### config.mk
export PLATFORM = sky130hd
export DESIGN_NAME = dmem_sized_ctrl
export DESIGN_NICKNAME = d
export VERILOG_FILES = /design/src/rtl/dmem_pkg.sv /design/src/rtl/dmem_lane_align.sv /design/src/rtl/dmem_sized_ctrl.sv
export SDC_FILE = /design/constraint.sdc
export NUM_CORES = 1
export LEC_CHECK = 0
export CELL_PAD_IN_SITES_DETAIL_PLACEMENT = 0
export CELL_PAD_IN_SITES_GLOBAL_PLACEMENT = 2
export CORE_AREA = 4 4 175 177
export DETAILED_ROUTE_END_ITERATION = 7
export DIE_AREA = 0 0 179 181
export GPL_ROUTABILITY_DRIVEN = 1
export PLACE_DENSITY_LB_ADDON = 0.1
export SLEW_MARGIN = 30
export SYNTH_ARGS = -nofsm -noshare
export SYNTH_HDL_FRONTEND = slang
export SYNTH_HIERARCHICAL = 1
export SYNTH_SLANG_ARGS = --single-unit
### constraint.sdc
create_clock -name clk_i -period 6 [get_ports clk_i]
set_input_delay 0.9 -clock clk_i [delete_from_list [all_inputs] [get_ports clk_i]]
set_output_delay 0.9 -clock clk_i [all_outputs]
set_load 0.02 [all_outputs]
### src/rtl/dmem_pkg.sv
// Shared encodings for the sized data-memory controller: access sizes, FSM states, lane masks.
package dmem_pkg;

    localparam logic [1:0] SZ_BYTE = 2'b00;
    localparam logic [1:0] SZ_HALF = 2'b01;
    localparam logic [1:0] SZ_WORD = 2'b10;
    localparam logic [1:0] SZ_RSVD = 2'b11;

    // Lane masks before shifting to the addressed lane
    localparam logic [3:0] LANES_BYTE = 4'b0001;
    localparam logic [3:0] LANES_HALF = 4'b0011;
    localparam logic [3:0] LANES_WORD = 4'b1111;

    typedef enum logic {
        ST_IDLE,
        ST_BUSY
    } state_t;

endpackage

### src/rtl/dmem_lane_align.sv
// Combinational lane steering: store byte enables and data replication,
// load lane extraction with sign/zero extension (little endian).
module dmem_lane_align
    import dmem_pkg::*;
(
    input  logic [1:0]  size,
    input  logic        is_unsigned,
    input  logic [1:0]  lane,
    input  logic [31:0] store_data,
    input  logic [31:0] mem_word,
    output logic [3:0]  byte_en,
    output logic [31:0] write_word,
    output logic [31:0] load_data
);

    logic [1:0]  eff_lane;
    logic [31:0] shifted;

    // Half drops addr[0] and word/reserved drop addr[1:0]; misalignment is flagged elsewhere
    always_comb begin
        eff_lane   = 2'b00;
        byte_en    = LANES_WORD;
        write_word = store_data;
        case (size)
            SZ_BYTE: begin
                eff_lane   = lane;
                byte_en    = LANES_BYTE << lane;
                write_word = {4{store_data[7:0]}};
            end
            SZ_HALF: begin
                eff_lane   = {lane[1], 1'b0};
                byte_en    = LANES_HALF << {lane[1], 1'b0};
                write_word = {2{store_data[15:0]}};
            end
            default: begin
                eff_lane   = 2'b00;
                byte_en    = LANES_WORD;
                write_word = store_data;
            end
        endcase
    end

    assign shifted = mem_word >> {eff_lane, 3'b000};

    always_comb begin
        load_data = shifted;
        case (size)
            SZ_BYTE: load_data = {{24{~is_unsigned & shifted[7]}}, shifted[7:0]};
            SZ_HALF: load_data = {{16{~is_unsigned & shifted[15]}}, shifted[15:0]};
            default: load_data = shifted;
        endcase
    end

endmodule

### src/rtl/dmem_sized_ctrl.sv
// Data memory with req/valid handshake, programmable latency and sized accesses.
// Define DMEM_ERR_EN to flag misaligned, reserved-size and out-of-range accesses on err_o.
module dmem_sized_ctrl
    import dmem_pkg::*;
#(
    parameter int DEPTH_WORDS = 8,
    parameter int ADDR_W      = 32,
    parameter int LATENCY     = 1
) (
    input  logic              clk_i,
    input  logic              rst_i,
    input  logic              req_i,
    input  logic              we_i,
    input  logic [1:0]        size_i,
    input  logic              unsigned_i,
    input  logic [ADDR_W-1:0] addr_i,
    input  logic [31:0]       data_i,
    output logic              ready_o,
    output logic              valid_o,
    output logic [31:0]       data_o,
    output logic              err_o
);

    localparam int IDX_W = $clog2(DEPTH_WORDS);
    localparam int CNT_W = (LATENCY > 1) ? $clog2(LATENCY) : 1;
    localparam logic [CNT_W-1:0] CNT_LOAD = CNT_W'(LATENCY - 1);

    state_t            state, state_nxt;
    logic [CNT_W-1:0]  cnt;
    logic              accept, exec, acc_err;
    logic              we_q, unsigned_q;
    logic [1:0]        size_q;
    logic [ADDR_W-1:0] addr_q;
    logic [31:0]       wdata_q;
    logic              valid_q, err_q;
    logic [31:0]       data_q;
    logic [31:0]       mem [DEPTH_WORDS];
    logic [IDX_W-1:0]  idx;
    logic [3:0]        byte_en;
    logic [31:0]       write_word, load_data;

    assign accept = req_i && (state == ST_IDLE);
    assign exec   = (state == ST_BUSY) && (cnt == '0);
    assign idx    = addr_q[IDX_W+1:2];

    always_comb begin
        state_nxt = state;
        case (state)
            ST_IDLE: if (accept) state_nxt = ST_BUSY;
            ST_BUSY: if (exec)   state_nxt = ST_IDLE;
            default: state_nxt = ST_IDLE;
        endcase
    end

`ifdef DMEM_ERR_EN
    always_comb begin
        acc_err = 1'b0;
        if (size_q == SZ_RSVD)                      acc_err = 1'b1;
        if (size_q == SZ_HALF && addr_q[0])         acc_err = 1'b1;
        if (size_q == SZ_WORD && addr_q[1:0] != '0) acc_err = 1'b1;
        if (addr_q >= ADDR_W'(4 * DEPTH_WORDS))     acc_err = 1'b1;
    end
`else
    // Address bits above the array simply wrap
    logic unused_addr_hi;
    assign unused_addr_hi = ^addr_q[ADDR_W-1:IDX_W+2];
    assign acc_err = 1'b0;
`endif

    dmem_lane_align u_align (
        .size        (size_q),
        .is_unsigned (unsigned_q),
        .lane        (addr_q[1:0]),
        .store_data  (wdata_q),
        .mem_word    (mem[idx]),
        .byte_en     (byte_en),
        .write_word  (write_word),
        .load_data   (load_data)
    );

    always_ff @(posedge clk_i) begin
        if (rst_i) begin
            state   <= ST_IDLE;
            cnt     <= '0;
            valid_q <= 1'b0;
            err_q   <= 1'b0;
            data_q  <= '0;
        end else begin
            state   <= state_nxt;
            valid_q <= exec;
            if (accept) begin
                cnt <= CNT_LOAD;
            end else if (state == ST_BUSY && cnt != '0) begin
                cnt <= cnt - CNT_W'(1);
            end
            if (exec) begin
                err_q <= acc_err;
                if (!we_q) data_q <= acc_err ? 32'h0 : load_data;
            end
        end
    end

    always_ff @(posedge clk_i) begin
        if (accept) begin
            we_q       <= we_i;
            size_q     <= size_i;
            unsigned_q <= unsigned_i;
            addr_q     <= addr_i;
            wdata_q    <= data_i;
        end
    end

    // A reset landing on the execute edge must discard the pending store
    always_ff @(posedge clk_i) begin
        if (exec && we_q && !acc_err && !rst_i) begin
            for (int i = 0; i < 4; i++) begin
                if (byte_en[i]) mem[idx][8*i +: 8] <= write_word[8*i +: 8];
            end
        end
    end

    assign ready_o = (state == ST_IDLE);
    assign valid_o = valid_q;
    assign data_o  = data_q;
    assign err_o   = err_q;

endmodule
==> impl_metrics.toml <==
[critical_path]
crit_arrival_ns = 3.94
worstPathRequired_ns = 6.37
crit_type = "reg2reg"
cp-end-kind = "flip-flop"
critPathLaunchType = "flip-flop"
reg2regPathDepth = 8
path_max_fanout = 44

[place]
port_buffers = 77
dp_hpwl_um = 19700
routabilityCongestion = 0.774
dp.cells = 1178

[yosys]
synth_edf_count = 297
synth_area_um2 = 13800
ys_seq_elements = 335
netlist_top_cells_area = "edfxtp_1 (65%), mux4_1 (7.6%), dfxtp_1 (5.5%)"
synth_cells = 760
synth_area_leader_cell = "edfxtp_1"
synth_ff_type = "edfxtp_1"
synth_cell_types = 40
ys_seq_area_share_pct = 70.1
ys_warn_count = 6
synthArstFlopShare_pct = 0
synth_top_area_share_pct = 64.6
syn_avg_cell_area_um2 = 18.2
syn_nets = 831

[die]
die-area_um2 = 32400
start_util_pct = 47.2
pin_count = 106
die_h_um = 181
core_um2 = 29200
fp-row-count = 63
die_w_um = 179

[sta]
worst_pin_slew_ns = 0.982
max_slew_margin_pct = 34.3
final-max-slew-violation-count = 0
setup_viol = 0
whs_ns = 0.453
max_freq_ghz = 0.280
fin_worst_skew_ns = 0.0179
rsz0062_at_grt = "no"
fin_crit_sh_pct = 59.5
finalCriticalPeriod_ns = 3.57
tns_ns = 0
final_hold_viol_count = 0

[detailed_routing]
drtAntennaViolNets = 0
drc = 0
viasPerCell = 5.62
post_drt_wl_per_cell_um = 24.2
dr.pass1.iters = 4
drt-initial-drc-count = 501
wirelength_um = 30100
vias = 6986

[pwr]
irDropWorstVdd_uv = 178
power_leakage_nw = 5.10
powerDensity_nw_per_um2 = 322
total_power_mw = 5.11

[hold_path]
hold_depth = 2
hold_path.class = "reg2reg"
hp-start = "data_o[8]"

[job]
maxCapViolCount = 0

[global_routing]
antenna_found_initial = 3
globalRouteTotalUtil_pct = 18.8
grt_overflow = 0
grt_max_degree = 53
grt_pass1_vias = 7059
grt_pass1_wl_um = 45000

[final_layout]
drive_gt1_share_pct = 21.1
nets = 898
syn2layout_area_growth_pct = 15.1
final_common_cell = "edfxtp_1"
fillCellCount = 2286
antennaDiodeCount = 0
final_cell_mix = "edfxtp_1 (297), nand2_1 (95), clkdlybuf4s50_1 (77)"
layout.cells.non_filler = 1244

[clock_tree]
clockBufferDepth = 3
h-tree-depth = 2
postCtsHoldBufs = 0
clock-sinks = 335
postCtsSetupRepairBufs = 0
clk_latency_ns = 0.52
clkTransAtPathRegs_ns = 0.06
post_cts_resized = 0
root_buffer = "clkbuf_16"
tritoncts = "built"
cts_buffers = 37

[outcome]
status = "finished clean"
## sequential cells by signal (all words and copies together), names as in the netlist, named ones only
register / cells
cnt: 1
valid_o: 1
data_o: 32
size_q: 2
wdata_q: 32
mem: 256
addr_q: 5
unsigned_q: 1
we_q: 1
state: 1
## report_power, final
group / switching (mW) / total, mW / leakage [nW] / internal, mW
clock network: 0.869 / 2.06 / 0.530 / 1.19
registers: 0.0484 / 2.64 / 3.01 / 2.59
logic: 0.224 / 0.419 / 1.56 / 0.195
## layout make-up
type                       instances  area [um^2]  share of cell area [%]
tap                              390          488                    3.07
timing repair buffer              85          835                    5.25
sequential                       335         9680                    60.9
inverter                           2         7.51                  0.0472
clock inverter                    17          131                   0.826
multi-input combinational        366         3780                    23.8
clock buffer                      49          971                    6.11
## through the flow
step / utilization (%) / setup slack [ns] / cell area (um^2)
3_3_place_gp: 50.5 / 2.45 / 14800
3_5_place_dp: 50.5 / 2.36 / 14800
2_1_floorplan: - / 3.18 / 13800
4_1_cts: 54.3 / 2.32 / 15900
6_report: 54.4 / 2.43 / 15900
5_1_grt: 54.4 / 2.14 / 15900
## path summary, 6_finish.rpt
kind                 to  slack (ns)
max          data_o[18]        2.43
min           data_o[8]        0.45
max reg2reg  data_o[18]        2.43
min reg2reg   data_o[8]        0.45
## cells in the mapped netlist (all sizes together), types with 8 or more instances
| library cell | instances |
|---|---|
| a21oi | 36 |
| buf | 44 |
| clkbuf | 13 |
| dfxtp | 38 |
| edfxtp | 297 |
| mux2 | 51 |
| mux2i | 16 |
| mux4 | 71 |
| nand2 | 96 |
| nor2 | 37 |
| o21ai | 9 |
| o221ai | 16 |
| o22ai | 8 |
## cell families after synthesis
group,after synthesis,synth area share [%]
flip-flops,335,70.1
AND/OR/NAND/NOR,154,4.92
multiplexers,138,18.0
AO/OA/AOI/OAI,73,4.19
buffers and inverters,59,2.77
other,1,0.0272
## critical path: stages (launching register included)
cell,delay (ns)
dfxtp_4,0.90
mux4_1,0.64
mux2_2,0.33
and4bb_1,0.21
a21oi_1,0.12
o21a_1,0.71
o221ai_1,0.28
nand2_1,0.12
a21oi_1,0.07
## layer usage
| metal | routed length, um | GRT usage (%) | part of all wire (%) |
|---|---|---|---|
| met3 | 1550 | 2.82 | 5.2 |
| met2 | 14800 | 30.7 | 49 |
| met1 | 13200 | 27.0 | 44 |
| met4 | 506 | 4.33 | 1.7 |
| met5 | 0 | 0 | 0 |
Power figures use the tool's default switching activity.
